## src/rtl/udp_pkt_rx_parser_pkg.sv

```systemverilog
// Shared types and constants for the UDP/IPv4 receive parser.
// Holds the one-hot FSM state encoding, packet verdicts and header field constants.
package udp_pkt_rx_parser_pkg;

  typedef enum logic [6:0] {
    ST_MOD_HDR = 7'b000_0001,
    ST_HDR2    = 7'b000_0010,
    ST_HDR3    = 7'b000_0100,
    ST_HDR4    = 7'b000_1000,
    ST_HDR5    = 7'b001_0000,
    ST_PAYLOAD = 7'b010_0000,
    ST_SKIP    = 7'b100_0000
  } state_t;

  typedef enum logic [1:0] {
    V_NONE,
    V_MATCH,
    V_CHK_ERR,
    V_OTHER
  } verdict_t;

  localparam logic [15:0] ETHERTYPE_IPV4 = 16'h0800;
  localparam logic [7:0]  IP_VER_IHL     = 8'h45;
  localparam logic [7:0]  IP_PROTO_UDP   = 8'd17;

  // Header mismatch dominates; a bad checksum only matters for otherwise matching packets.
  function automatic verdict_t classify(input logic fail, input logic chk_good);
    if (fail)          return V_OTHER;
    else if (!chk_good) return V_CHK_ERR;
    else               return V_MATCH;
  endfunction

endpackage

```

## src/rtl/ip_chksum_acc.sv

```systemverilog
// 17-bit one's-complement accumulator for the IPv4 header checksum.
// Present only when UDP_RX_CHKSUM_EN is defined; good reflects the sum including the current addends.
`ifdef UDP_RX_CHKSUM_EN
module ip_chksum_acc (
  input  logic        clk,
  input  logic        reset,
  input  logic        clr,
  input  logic        add_en,
  input  logic [15:0] add0,
  input  logic [15:0] add1,
  input  logic [15:0] add2,
  input  logic [15:0] add3,
  input  logic [3:0]  add_mask,
  output logic        good
);

  logic [16:0] acc;
  logic [16:0] acc_next;
  logic [16:0] fold;
  logic [18:0] sum;

  // Fold the held carry in before adding, then fold the new carries back to 17 bits.
  always_comb begin
    sum = 19'(acc[15:0]) + 19'(acc[16])
        + (add_mask[0] ? 19'(add0) : 19'd0)
        + (add_mask[1] ? 19'(add1) : 19'd0)
        + (add_mask[2] ? 19'(add2) : 19'd0)
        + (add_mask[3] ? 19'(add3) : 19'd0);
    acc_next = 17'(sum[15:0]) + 17'(sum[18:16]);
    fold     = 17'(acc_next[15:0]) + 17'(acc_next[16]);
    good     = (fold == 17'h0FFFF);
  end

  always_ff @(posedge clk) begin
    if (reset || clr) begin
      acc <= '0;
    end else if (add_en) begin
      acc <= acc_next;
    end
  end

endmodule
`endif

```

## src/rtl/udp_pkt_rx_parser.sv

```systemverilog
// Inline UDP/IPv4 receive tap: 1-cycle pass-through, header classification, payload extraction, stats.
// Build option UDP_RX_CHKSUM_EN enables IPv4 header checksum verification and chksum_err_cnt.
module udp_pkt_rx_parser
  import udp_pkt_rx_parser_pkg::*;
#(
  parameter int DATA_WIDTH = 64,
  parameter int CTRL_WIDTH = DATA_WIDTH / 8,
  parameter int CNT_WIDTH  = 32
) (
  input  logic                  clk,
  input  logic                  reset,
  input  logic [DATA_WIDTH-1:0] in_data,
  input  logic [CTRL_WIDTH-1:0] in_ctrl,
  input  logic                  in_wr,
  output logic                  in_rdy,
  output logic [DATA_WIDTH-1:0] out_data,
  output logic [CTRL_WIDTH-1:0] out_ctrl,
  output logic                  out_wr,
  input  logic                  out_rdy,
  input  logic                  enable,
  input  logic [31:0]           match_ip_dst,
  input  logic [15:0]           match_udp_port,
  output logic [DATA_WIDTH-1:0] pld_data,
  output logic                  pld_valid,
  output logic                  pld_last,
  output logic                  pkt_match,
  output logic [CNT_WIDTH-1:0]  match_cnt,
  output logic [CNT_WIDTH-1:0]  chksum_err_cnt,
  output logic [CNT_WIDTH-1:0]  other_cnt
);

  localparam logic [CNT_WIDTH-1:0] CNT_ONE = CNT_WIDTH'(1);

  state_t   state, state_next;
  verdict_t verdict_q, verdict_now, cnt_sel;
  logic     eop, w1_accept, hdr_ok, fail_q, chk_good, pld_fire;
  logic [31:0] ip_q;
  logic [15:0] port_q, dst_hi_q;

  assign in_rdy    = out_rdy;
  assign eop       = (in_ctrl != '0);
  assign w1_accept = in_wr && (state == ST_MOD_HDR) && !eop;
  assign pld_fire  = in_wr && (state == ST_PAYLOAD) && (verdict_q == V_MATCH);

`ifdef UDP_RX_CHKSUM_EN
  logic [15:0] ck_a0, ck_a1, ck_a2, ck_a3;
  logic [3:0]  ck_mask;
  logic        ck_add_en;

  // W2 contributes ver/ihl+tos, W3/W4 all four halfwords, W5 only dst_ip_lo.
  always_comb begin
    ck_a0     = in_data[63:48];
    ck_a1     = in_data[47:32];
    ck_a2     = in_data[31:16];
    ck_a3     = in_data[15:0];
    ck_mask   = '0;
    ck_add_en = 1'b0;
    case (state)
      ST_HDR2: begin
        ck_a0     = in_data[15:0];
        ck_mask   = 4'b0001;
        ck_add_en = in_wr;
      end
      ST_HDR3, ST_HDR4: begin
        ck_mask   = 4'b1111;
        ck_add_en = in_wr;
      end
      ST_HDR5: begin
        ck_mask   = 4'b0001;
        ck_add_en = in_wr;
      end
      default: ;
    endcase
  end

  ip_chksum_acc u_chksum (
    .clk      (clk),
    .reset    (reset),
    .clr      (w1_accept),
    .add_en   (ck_add_en),
    .add0     (ck_a0),
    .add1     (ck_a1),
    .add2     (ck_a2),
    .add3     (ck_a3),
    .add_mask (ck_mask),
    .good     (chk_good)
  );
`else
  assign chk_good = 1'b1;
`endif

  always_ff @(posedge clk) begin
    if (reset) state <= ST_MOD_HDR;
    else       state <= state_next;
  end

  always_comb begin
    state_next  = state;
    hdr_ok      = 1'b1;
    verdict_now = V_OTHER;
    cnt_sel     = V_NONE;
    if (in_wr) begin
      case (state)
        ST_MOD_HDR: begin
          if (!eop) state_next = enable ? ST_HDR2 : ST_SKIP;
        end
        ST_HDR2: begin
          hdr_ok = (in_data[31:16] == ETHERTYPE_IPV4) && (in_data[15:8] == IP_VER_IHL);
          if (eop) begin cnt_sel = V_OTHER; state_next = ST_MOD_HDR; end
          else           state_next = ST_HDR3;
        end
        ST_HDR3: begin
          hdr_ok = (in_data[7:0] == IP_PROTO_UDP);
          if (eop) begin cnt_sel = V_OTHER; state_next = ST_MOD_HDR; end
          else           state_next = ST_HDR4;
        end
        ST_HDR4: begin
          if (eop) begin cnt_sel = V_OTHER; state_next = ST_MOD_HDR; end
          else           state_next = ST_HDR5;
        end
        ST_HDR5: begin
          hdr_ok = ({dst_hi_q, in_data[63:48]} == ip_q) && (in_data[31:16] == port_q);
          verdict_now = classify(fail_q || !hdr_ok, chk_good);
          if (eop) begin
            cnt_sel    = verdict_now;
            state_next = ST_MOD_HDR;
          end else begin
            state_next = (verdict_now == V_OTHER) ? ST_SKIP : ST_PAYLOAD;
          end
        end
        ST_PAYLOAD, ST_SKIP: begin
          // Disabled packets carry V_NONE through SKIP, so they never count.
          if (eop) begin
            cnt_sel    = verdict_q;
            state_next = ST_MOD_HDR;
          end
        end
        default: state_next = ST_MOD_HDR;
      endcase
    end
  end

  always_ff @(posedge clk) begin
    if (reset) begin
      verdict_q <= V_NONE;
      fail_q    <= 1'b0;
      ip_q      <= '0;
      port_q    <= '0;
      dst_hi_q  <= '0;
    end else if (in_wr) begin
      case (state)
        ST_MOD_HDR: begin
          if (!eop) begin
            verdict_q <= V_NONE;
            fail_q    <= 1'b0;
            ip_q      <= match_ip_dst;
            port_q    <= match_udp_port;
          end
        end
        ST_HDR2, ST_HDR3: fail_q    <= fail_q | ~hdr_ok;
        ST_HDR4:          dst_hi_q  <= in_data[15:0];
        ST_HDR5:          verdict_q <= verdict_now;
        default: ;
      endcase
    end
  end

  always_ff @(posedge clk) begin
    if (reset) begin
      out_data  <= '0;
      out_ctrl  <= '0;
      out_wr    <= 1'b0;
      pld_data  <= '0;
      pld_valid <= 1'b0;
      pld_last  <= 1'b0;
    end else begin
      out_data  <= in_data;
      out_ctrl  <= in_ctrl;
      out_wr    <= in_wr;
      pld_valid <= pld_fire;
      pld_last  <= pld_fire && eop;
      if (pld_fire) pld_data <= in_data;
    end
  end

  always_ff @(posedge clk) begin
    if (reset) begin
      pkt_match <= 1'b0;
      match_cnt <= '0;
      other_cnt <= '0;
    end else begin
      pkt_match <= (cnt_sel == V_MATCH);
      if (cnt_sel == V_MATCH) match_cnt <= match_cnt + CNT_ONE;
      if (cnt_sel == V_OTHER) other_cnt <= other_cnt + CNT_ONE;
    end
  end

`ifdef UDP_RX_CHKSUM_EN
  always_ff @(posedge clk) begin
    if (reset)                      chksum_err_cnt <= '0;
    else if (cnt_sel == V_CHK_ERR)  chksum_err_cnt <= chksum_err_cnt + CNT_ONE;
  end
`else
  assign chksum_err_cnt = '0;
`endif

endmodule

```

## config.mk

```make
export PLATFORM = sky130hd
export DESIGN_NAME = udp_pkt_rx_parser
export DESIGN_NICKNAME = d
export VERILOG_FILES = /design/src/rtl/udp_pkt_rx_parser_pkg.sv /design/src/rtl/ip_chksum_acc.sv /design/src/rtl/udp_pkt_rx_parser.sv
export SDC_FILE = /design/constraint.sdc
export NUM_CORES = 1
export LEC_CHECK = 0
export CORE_UTILIZATION = 45
export CTS_CLUSTER_SIZE = 24
export DETAILED_ROUTE_END_ITERATION = 10
export GPL_TIMING_DRIVEN = 0
export PLACE_DENSITY = 0.77
export SLEW_MARGIN = 20
export SYNTH_ARGS = -nofsm -noshare
export SYNTH_HDL_FRONTEND = slang
export SYNTH_SLANG_ARGS = --single-unit
export TNS_END_PERCENT = 100
```

## constraint.sdc

```tcl
create_clock -name clk -period 3.3 [get_ports clk]
set_input_delay 0.66 -clock clk [delete_from_list [all_inputs] [get_ports clk]]
set_output_delay 0.66 -clock clk [all_outputs]
set_load 0.02 [all_outputs]
```

# Yosys cells after proc, flatten, opt, wreduce, memory -nomap -nowiden
# Cells that the tools add are included.
# classes
add_sub_neg,2
eq_ne,18
mux,22
bitwise,3
n_reduce_logical,18
# ops
operator,count
$add 32x1->32 const B,2
$pmux 7 s6,1
$mux 7,5
$eq 32x32->1,1
$eq 16x12->1 const B,1
$eq 16x16->1,1
$mux 2,7
$reduce_and 3->1,3
$eq 8x5->1 const B,1
$eq 8x7->1 const B,1
$reduce_bool 8->1,1
$eq 7x1->1 const B,1
$eq 7x2->1 const B,1
$eq 7x3->1 const B,1
$eq 7x4->1 const B,1
$eq 7x5->1 const B,1
$eq 7x6->1 const B,1
$eq 7x7->1 const B,1
$pmux 2 s3,1
$logic_and 1x1->1,5
$mux 5,1
$eq 2x1->1 const B,2
$eq 2x2->1 const B,2
$mux 4,1
other kinds (14),20
# word_totals
ff_bits,278
output_inout_bits,237

# Longest topological paths before layout
# Gate-level depths: netlist of run 1.
# depth
depth_word,11
mapped_depth,10
depth_no_buf,7

# Worst setup path after synthesis of run 1
# OpenSTA, ideal clock, no wires.
# synth_timing
path_kind,input port to flip-flop
start,input port in_ctrl[5]
end,register match_cnt[12]
arrival_ns,2.685
required_time_ns,3.185
setup_slack_ns,0.499
path_stages,10
cell_sequence,or4_1 -> or2_2 -> clkbuf_1 -> nand2_1 -> nor2_1 -> o211ai_1 -> clkbuf_1 -> buf_2 -> nor3_1 -> o21ba_2
# synth_between
elab_chain_len,5
word_cells_on_any_way,7
cone_classes,eq/ne: 1; mux: 5; reduce/logical: 1
# synth_rtl
item,line_no,rtl
"start, declared",udp_pkt_rx_parser.sv:13,"input logic [CTRL_WIDTH-1:0] in_ctrl,"
$reduce_bool 8->1 *,udp_pkt_rx_parser.sv:41,assign eop = (in_ctrl != '0);
$mux 2 (on tied branches),--,
$pmux 2 s3 *,udp_pkt_rx_parser.sv:103,case (state)
$mux 2 *,udp_pkt_rx_parser.sv:102,if (in_wr) begin
$eq 2x1->1 *,udp_pkt_rx_parser.sv:193,if (cnt_sel == V_MATCH) match_cnt <= match_cnt + CNT_ONE;
"end signal, assigned",udp_pkt_rx_parser.sv:193,
"end, declared",udp_pkt_rx_parser.sv:27,"output logic [CNT_WIDTH-1:0] match_cnt,"
# Every way passes the cells marked *; elsewhere a longest branch is shown, timed or not.
# A chain may end at the register's enable or synchronous reset.

# Worst setup path after layout of run 1
# layout_timing
start,input port in_data[54]
end,register other_cnt[2]
# layout_between
elab_chain_len,11
# layout_rtl
item,line_no,rtl
"start, declared",udp_pkt_rx_parser.sv:12,"input logic [DATA_WIDTH-1:0] in_data,"
$eq 32x32->1,udp_pkt_rx_parser.sv:122,"hdr_ok = ({dst_hi_q, in_data[63:48]} == ip_q) && (in_data[31:16] == port_q);"
$logic_and 1x1->1,udp_pkt_rx_parser.sv:122,
$logic_not 1->1,udp_pkt_rx_parser.sv:123,"verdict_now = classify(fail_q || !hdr_ok, chk_good);"
$logic_or 1x1->1,udp_pkt_rx_parser.sv:123,
$mux 2,udp_pkt_rx_parser_pkg.sv:28,if (fail) return V_OTHER;
$mux 2,udp_pkt_rx_parser.sv:103,
$mux 2,udp_pkt_rx_parser.sv:102,
$mux 2,udp_pkt_rx_parser.sv:124,if (eop) begin
$pmux 2 s3,udp_pkt_rx_parser.sv:103,
$mux 2,udp_pkt_rx_parser.sv:102,
$eq 2x2->1,udp_pkt_rx_parser.sv:194,if (cnt_sel == V_OTHER) other_cnt <= other_cnt + CNT_ONE;
"end signal, assigned",udp_pkt_rx_parser.sv:194,
"end, declared",udp_pkt_rx_parser.sv:29,output logic [CNT_WIDTH-1:0] other_cnt
# Every way passes these cells. The select of a mux whose other input is x is not followed.

==> summary.json, run 1 <==
{
  "run_status": {"value": "finished clean"},
  "final-setup-viol-count": {"value": 0},
  "globalRouteTotalUtil": {"value": 0.279},
  "wl": {"value": 36200, "unit": "um"},
  "min_period_over_period": {"value": 0.984},
  "cts.sink_count": {"value": 278},
  "synth_cells": {"value": 1311},
  "synth_cell_type_count": {"value": 55},
  "p_total": {"value": 0.00744, "unit": "W"},
  "synth-edff-count": {"value": 0},
  "r2r_cells": {"value": 9},
  "grt_first_pass_wirelength": {"value": 56300, "unit": "um"},
  "critPathLaunch": {"value": "in_data[54]"},
  "worstSetupEndpointType": {"value": "flop"},
  "overflow": {"value": 0},
  "top_cell_type_s_share_of_synthesized_area": {"value": 0.501},
  "timing.clock.skew": {"value": 0.00972, "unit": "ns"},
  "grt_setup_unrepaired": {"value": "false"},
  "post-synth-top-count-cell": {"value": "nand2_1"},
  "fin_area": {"value": 16000, "unit": "um^2"},
  "hold-worst-slack": {"value": 0.452, "unit": "ns"},
  "coreArea": {"value": 24200, "unit": "um^2"},
  "worst_slew_margin_rel": {"value": 0.413},
  "critical_path.cell_chain": {"value": "clkdlybuf4s50_1, xor2_1, nor4_2, nand4_1, or3_1, o21ai_2, clkbuf_1, nor2_1, mux2_2"},
  "setup.reg_to_reg.worst_slack": {"value": 0.23, "unit": "ns"},
  "critical_path_peak_fanout": {"value": 10},
  "top_level_port_count": {"value": 362},
  "drv.max_cap_violation_count": {"value": 0},
  "post_cts.repair.setup_buffers": {"value": 0},
  "grt_start_max_net_pins": {"value": 16},
  "initialDrtViolationCount": {"value": 936},
  "synth_area_leader_cell": {"value": "dfxtp_1"},
  "syn_area_per_cell": {"value": 8.47, "unit": "um^2"},
  "first_global_vias": {"value": 10100},
  "chipWidth": {"value": 159, "unit": "um"},
  "cts_tree": {"value": "yes"},
  "clkLatencyLatePin": {"value": 0.55, "unit": "ns"},
  "path_class": {"value": "in2reg"},
  "dieArea": {"value": 25300, "unit": "um^2"},
  "finalWeightedCongestion": {"value": 0.907},
  "finish.utilization": {"value": 0.659},
  "hold_violations": {"value": 0},
  "holdCritPathClass": {"value": "reg2reg"},
  "critPathArrivalTime": {"value": 3.69, "unit": "ns"},
  "dp.final_hpwl": {"value": 27100, "unit": "um"},
  "finish.net_count": {"value": 1828},
  "cts_buffers": {"value": 30},
  "synth-main-ff-cell": {"value": "dfxtp_1"},
  "place.port_buffers": {"value": 327},
  "setup.worst_path.start_class": {"value": "input port"},
  "syn2layout_area_growth": {"value": 43.9, "unit": "%"},
  "synth_area": {"value": 11100, "unit": "um^2"},
  "final_max_slew_viol_count": {"value": 0},
  "critical_path_required": {"value": 3.74, "unit": "ns"},
  "floorplan.die.height": {"value": 159, "unit": "um"},
  "max_root_sink_buffers": {"value": 3},
  "synthTopCellsByCount": {"value": "290 x nand2_1, 278 x dfxtp_1, 189 x a21oi_1"},
  "vias_post_dr": {"value": 10800},
  "cpMaxStageDelayCell": {"value": "clkdlybuf4s50_1"},
  "drtPass1Iterations": {"value": 8},
  "placement_rows": {"value": 57},
  "reg2reg_from": {"value": "state[6]"},
  "cp_slowest_stage_delay": {"value": 0.49, "unit": "ns"},
  "post_synthesis_sequential_area_ratio": {"value": 0.501},
  "tightest_pin_transition": {"value": 0.881, "unit": "ns"},
  "clk_pin_slew_worst_paths": {"value": 0.06, "unit": "ns"},
  "layout_min_cycle_time": {"value": 3.25, "unit": "ns"},
  "drcViolationCount": {"value": 0},
  "fmaxAchievable": {"value": 308, "unit": "MHz"},
  "synth_area_leaders": {"value": "dfxtp_1 50%, nand2_1 9.8%, a21oi_1 8.5%"},
  "worst_r2r_endpoint": {"value": "other_cnt[31]"},
  "drive_above_1_share": {"value": 0.0679},
  "cellPowerDensity": {"value": 465, "unit": "nW/um^2"},
  "number_of_storage_elements_in_the_synthesis_netlist": {"value": 278},
  "clock-root-buffer": {"value": "clkbuf_16"},
  "detail_route.vias_per_cell": {"value": 5.25},
  "endpoint": {"value": "other_cnt[2]"},
  "placedInstanceArea": {"value": 14900, "unit": "um^2"},
  "yosys_warnings": {"value": 0},
  "cts_max_level": {"value": 1},
  "wl_per_cell": {"value": 17.7, "unit": "um"},
  "peakVddDrop": {"value": 0.443, "unit": "mV"},
  "synth-async-reset-ratio": {"value": 0},
  "antenna_found_initial": {"value": 3},
  "initial_core_util": {"value": 0.458},
  "leakagePower": {"value": 5.62, "unit": "nW"},
  "antenna_violating_nets_post_route": {"value": 0}
}
[where the power goes]
| part | internal, W | switching, W |
|---|---|---|
| Combinational | 0.000278 | 0.000287 |
| Sequential | 0.00340 | 0.0000126 |
| Clock | 0.00209 | 0.00136 |
| Total | 0.00578 | 0.00166 |
[kinds of logic after synthesis]
group,after synthesis,share of synthesized area
other cells,1,0.000338
simple gates,574,0.255
compound gates,268,0.137
xor+xnor,54,0.0426
mux,5,0.00484
buf+inv,129,0.0571
flops,278,0.501
fa+ha+maj,2,0.00225
[metrics by stage]
| step | cells | TNS (ns) | setup WS (ns) |
|---|---|---|---|
| 6_report | 2048 | 0 | 0.0531 |
| 5_1_grt | 2048 | 0 | 0.0124 |
| 4_1_cts | 2047 | 0 | 0.106 |
| 3_5_place_dp | 1994 | -41.97 | -0.965 |
| 3_3_place_gp | 1993 | -41.35 | -0.948 |
| 2_1_floorplan | 1342 | 0 | 0.499 |
[sequential cells by signal, indices dropped and copies added (netlist names)]
register	cells
out_ctrl	8
port_q	16
out_wr	1
pld_valid	1
match_cnt	32
out_data	64
ip_q	32
verdict_q	2
other_cnt	32
pld_data	64
pkt_match	1
state	7
pld_last	1
dst_hi_q	16
fail_q	1
[repair_timing]
item,4_1_cts,5_1_grt
pin swaps,0,1
hold buffers,0,0
setup endpoints to repair,31,20
gates resized for setup,5,5
[worst min-delay path by stage]
stage / startpoint / end / cells after the start
after detailed placement: pld_data[48] / pld_data[48] / 2
after global placement: pld_data[18] / pld_data[18] / 2
after global routing: pld_data[39] / pld_data[39] / 2
final: pld_data[48] / pld_data[48] / 2
after floorplan: dst_hi_q[0] / dst_hi_q[0] / 2
after CTS: pld_data[48] / pld_data[48] / 2
[cell type report]
| cell class | count | area [um^2] |
|---|---|---|
| Buffer | 113 | 578 |
| Multi-Input combinational cell | 935 | 5070 |
| Clock buffer | 42 | 886 |
| Antenna cell | 2 | 5.00 |
| Sequential cell | 278 | 5570 |
| Fill cell | 2040 | 8260 |
| Clock inverter | 11 | 146 |
| Timing Repair Buffer | 328 | 3280 |
| Inverter | 15 | 56.3 |
| Tap cell | 324 | 405 |
[worst max-delay path, delay by kind of cell]
family                 cells  cell delay, ns
AND/OR/NAND/NOR            4            1.31
AO/OA/AOI/OAI              1            0.30
buffers and inverters      2            0.93
XOR/XNOR                   1            0.19
multiplexers               1            0.29
[layer usage]
| layer | GRT usage | part of all wire |
|---|---|---|
| met3 | 0.0617 | 0.074 |
| met4 | 0.0887 | 0.030 |
| met2 | 0.451 | 0.46 |
| met5 | 0 | 0.00028 |
| met1 | 0.369 | 0.43 |
[placed cells by master (no fill, tap or decap), types with 4 or more instances in the layout]
cell type	n
clkdlybuf4s50_1	327
nand2_1	290
dfxtp_1	278
a21oi_1	189
nor2b_1	75
clkbuf_1	73
xor2_1	49
or4_1	36
buf_4	34
nor2_1	33
conb_1	32
o31ai_1	31
clkbuf_16	30
nand3_1	29
or3_1	21
o21ai_0	21
nand4_1	18
nor4_1	17
inv_1	15
nor3_1	12
clkbuf_8	9
or2_2	6
nand3b_1	6
nor4b_1	5
and3_1	5
clkinv_2	5
xnor2_1	4
o211ai_1	4
No activity file was read; power rests on OpenSTA's default activity.
==> run 2, diff against run 1 <==
--- a/config.mk
+++ b/config.mk
@@ -9,6 +9,7 @@
 export CTS_CLUSTER_SIZE = 24
 export DETAILED_ROUTE_END_ITERATION = 10
 export GPL_TIMING_DRIVEN = 0
+export HOLD_SLACK_MARGIN = 0.12
 export PLACE_DENSITY = 0.77
 export SLEW_MARGIN = 20
 export SYNTH_ARGS = -nofsm -noshare
==> results of run 2 <==
Final layout, timing and power as in run 1 (identical DEF).
==> run 3, diff against run 2 <==
--- a/config.mk
+++ b/config.mk
@@ -10,7 +10,7 @@
 export DETAILED_ROUTE_END_ITERATION = 10
 export GPL_TIMING_DRIVEN = 0
 export HOLD_SLACK_MARGIN = 0.12
-export PLACE_DENSITY = 0.77
+export PLACE_DENSITY = 0.76
 export SLEW_MARGIN = 20
 export SYNTH_ARGS = -nofsm -noshare
 export SYNTH_HDL_FRONTEND = slang
==> constraint.sdc (replaced) <==
create_clock -name clk -period 4.05 [get_ports clk]
set_input_delay 0.81 -clock clk [delete_from_list [all_inputs] [get_ports clk]]
set_output_delay 0.81 -clock clk [all_outputs]
set_load 0.02 [all_outputs]
==> run 3 against run 2 <==
Setup slack better by 0.37 ns. Critical path depth up 1. Routed wire length down 0.48%. Via count up 0.63%. Power down 20%. Register-to-register slack better by 0.65 ns. Largest power group is now registers. Sequential power down 19%. Clock skew down 0.0035 ns. Hold slack better by 0.0016 ns. First-iteration DRC count down 21%. Clock-buffer cell count down 1.
==> summary.json, run 3 (same netlist as run 1, synthesis figures left out) <==
{
  "critical_path_required": {"value": 4.46, "unit": "ns", "change": "+0.72 ns"},
  "dieArea": {"value": 25300, "unit": "um^2", "change": "unchanged"},
  "clk_pin_slew_worst_paths": {"value": 0.06, "unit": "ns", "change": "about the same"},
  "overflow": {"value": 0, "change": "unchanged"},
  "layout.cells.most_common_list": {"value": "327 x clkdlybuf4s50_1, 290 x nand2_1, 278 x dfxtp_1"},
  "final-setup-viol-count": {"value": 0, "change": "unchanged"},
  "drv.max_cap_violation_count": {"value": 0, "change": "unchanged"},
  "min_period_over_period": {"value": 0.896},
  "place.port_buffers": {"value": 327, "change": "unchanged"},
  "endpoint": {"value": "match_cnt[25]"},
  "setup.worst_path.start_class": {"value": "input port"},
  "cpMaxStageDelayCell": {"value": "nor4_2"},
  "fin_area": {"value": 15900, "unit": "um^2", "change": "-0.64%"},
  "initialDrtViolationCount": {"value": 739, "change": "-21%"},
  "cellPowerDensity": {"value": 373, "unit": "nW/um^2", "change": "-20%"},
  "detail_route.vias_per_cell": {"value": 5.29, "change": "+0.68%"},
  "tightest_pin_transition": {"value": 0.868, "unit": "ns", "change": "-0.0131 ns"},
  "critPathLaunch": {"value": "in_data[58]"},
  "worstSetupEndpointType": {"value": "flop"},
  "worst_slew_margin_rel": {"value": 0.421, "change": "+0.00874"},
  "chipWidth": {"value": 159, "unit": "um", "change": "unchanged"},
  "critical_path.cell_chain": {"value": "clkdlybuf4s50_1, xor2_1, nor4_1, nand4_1, nor4_2, o211ai_1, clkbuf_1, clkbuf_1, o31ai_1, a21oi_1"},
  "initial_core_util": {"value": 0.458, "change": "unchanged"},
  "cp_slowest_stage_delay": {"value": 0.61, "unit": "ns", "change": "+0.12 ns"},
  "grt_setup_unrepaired": {"value": "false"},
  "top_level_port_count": {"value": 362, "change": "unchanged"},
  "top_regs": {"value": "out_data: 64 flops, pld_data: 64 flops"},
  "grt_first_pass_wirelength": {"value": 55600, "unit": "um", "change": "-1.2%"},
  "r2r_cells": {"value": 10, "change": "+1"},
  "vias_post_dr": {"value": 10800, "change": "+0.63%"},
  "post_cts.repair.setup_buffers": {"value": 0, "change": "unchanged"},
  "antenna_found_initial": {"value": 2, "change": "-1"},
  "timing.clock.skew": {"value": 0.00624, "unit": "ns", "change": "-0.00349 ns"},
  "cts_tree": {"value": "yes"},
  "syn2layout_area_growth": {"value": 43.0, "unit": "%"},
  "cts_max_level": {"value": 1, "change": "unchanged"},
  "drtPass1Iterations": {"value": 5, "change": "-3"},
  "cp_common_cell": {"value": "clkbuf_1"},
  "placedInstanceArea": {"value": 14900, "unit": "um^2", "change": "unchanged"},
  "holdCritPathClass": {"value": "reg2reg"},
  "hold_violations": {"value": 0, "change": "unchanged"},
  "run_status": {"value": "finished clean"},
  "drcViolationCount": {"value": 0, "change": "unchanged"},
  "layout_commonest_cell": {"value": "clkdlybuf4s50_1"},
  "critPathArrivalTime": {"value": 4.04, "unit": "ns", "change": "+0.35 ns"},
  "cts_buffers": {"value": 30, "change": "unchanged"},
  "worst_r2r_endpoint": {"value": "match_cnt[13]"},
  "clkLatencyLatePin": {"value": 0.55, "unit": "ns", "change": "about the same"},
  "first_global_vias": {"value": 10200, "change": "+0.36%"},
  "finalWeightedCongestion": {"value": 0.875, "change": "-3.6%"},
  "grt_start_max_net_pins": {"value": 15, "change": "-1"},
  "leakagePower": {"value": 5.57, "unit": "nW", "change": "-1.0%"},
  "max_root_sink_buffers": {"value": 3, "change": "unchanged"},
  "floorplan.die.height": {"value": 159, "unit": "um", "change": "unchanged"},
  "fmaxAchievable": {"value": 275, "unit": "MHz"},
  "setup_total_negative_slack": {"value": 0, "unit": "ns", "change": "unchanged"},
  "antenna_violating_nets_post_route": {"value": 0, "change": "unchanged"},
  "dp.final_hpwl": {"value": 27000, "unit": "um", "change": "-0.37%"},
  "cts.sink_count": {"value": 278, "change": "unchanged"},
  "peakVddDrop": {"value": 0.256, "unit": "mV", "change": "-42%"},
  "critical_path_peak_fanout": {"value": 10, "change": "unchanged"},
  "wl_per_cell": {"value": 17.6, "unit": "um", "change": "-0.43%"},
  "path_class": {"value": "in2reg"},
  "reg2reg_from": {"value": "state[6]"},
  "placement_rows": {"value": 57, "change": "unchanged"},
  "final_max_slew_viol_count": {"value": 0, "change": "unchanged"},
  "clock-root-buffer": {"value": "clkbuf_16"},
  "drive_above_1_share": {"value": 0.0616, "change": "-0.00639"},
  "coreArea": {"value": 24200, "unit": "um^2", "change": "unchanged"},
  "finish.net_count": {"value": 1829, "change": "+0.055%"},
  "setup.reg_to_reg.worst_slack": {"value": 0.88, "unit": "ns", "change": "+0.65 ns"},
  "wl": {"value": 36000, "unit": "um", "change": "-0.48%"},
  "finish.utilization": {"value": 0.655, "change": "-0.00423"},
  "globalRouteTotalUtil": {"value": 0.275, "change": "-0.00344"},
  "layout_min_cycle_time": {"value": 3.63, "unit": "ns"}
}
[run 3: final cells by class]
type / count / area, um^2
fill: 2064 / 8360
sequential: 278 / 5570
multi-input combinational: 935 / 5040
timing repair buffer: 328 / 3280
clock buffer: 41 / 843
buffer: 114 / 578
tap: 324 / 405
clock inverter: 11 / 118
inverter: 15 / 56.3
antenna: 1 / 2.50
[run 3: critical path, delay by kind of cell]
kind                      cells  cell delay, ns
AOI/OAI and AO/OA             3            0.64
and+or+nand+nor               3            1.32
xor gates and xnor gates      1            0.19
buffers and inverters         3            1.07
[run 3: worst min path at each step]
stage / start / endpoint / depth (start not counted)
2_1_floorplan: dst_hi_q[0] / dst_hi_q[0] / 2
3_3_place_gp: pld_data[54] / pld_data[54] / 2
3_5_place_dp: pld_data[43] / pld_data[43] / 2
4_1_cts: pld_data[37] / pld_data[37] / 2
5_1_grt: pld_data[8] / pld_data[8] / 2
6_report: pld_data[18] / pld_data[18] / 2
[run 3: routing by layer]
| metal | GRT usage | share of wire | vias up |
|---|---|---|---|
| li1 | - | - | 5210 |
| met2 | 0.451 | 0.46 | 508 |
| met3 | 0.0563 | 0.089 | 71 |
| met5 | 0 | 0 | - |
| met4 | 0.0979 | 0.033 | 0 |
| met1 | 0.359 | 0.42 | 5036 |
[run 3: timing repair]
item,in CTS,in global routing
setup endpoints to repair,0,3
gates resized for setup,0,1
endpoints found under the hold margin,0,0
hold buffers,0,0
[run 3: per-stage QoR]
stage          hold WS (ns)  power [W]  setup WS [ns]  instances
2_1_floorplan         0.448    0.00303           1.10       1342
3_3_place_gp          0.441    0.00330         -0.313       1993
3_5_place_dp          0.445    0.00330         -0.376       1994
4_1_cts               0.454    0.00596          0.179       2046
5_1_grt               0.476    0.00610          0.250       2047
6_report              0.453    0.00593          0.420       2047
[run 3: report_power, final]
group,internal [W],switching [W]
sequential,0.00277,0.00000979
clock,0.00158,0.00111
combinational,0.000226,0.000232
total,0.00458,0.00135
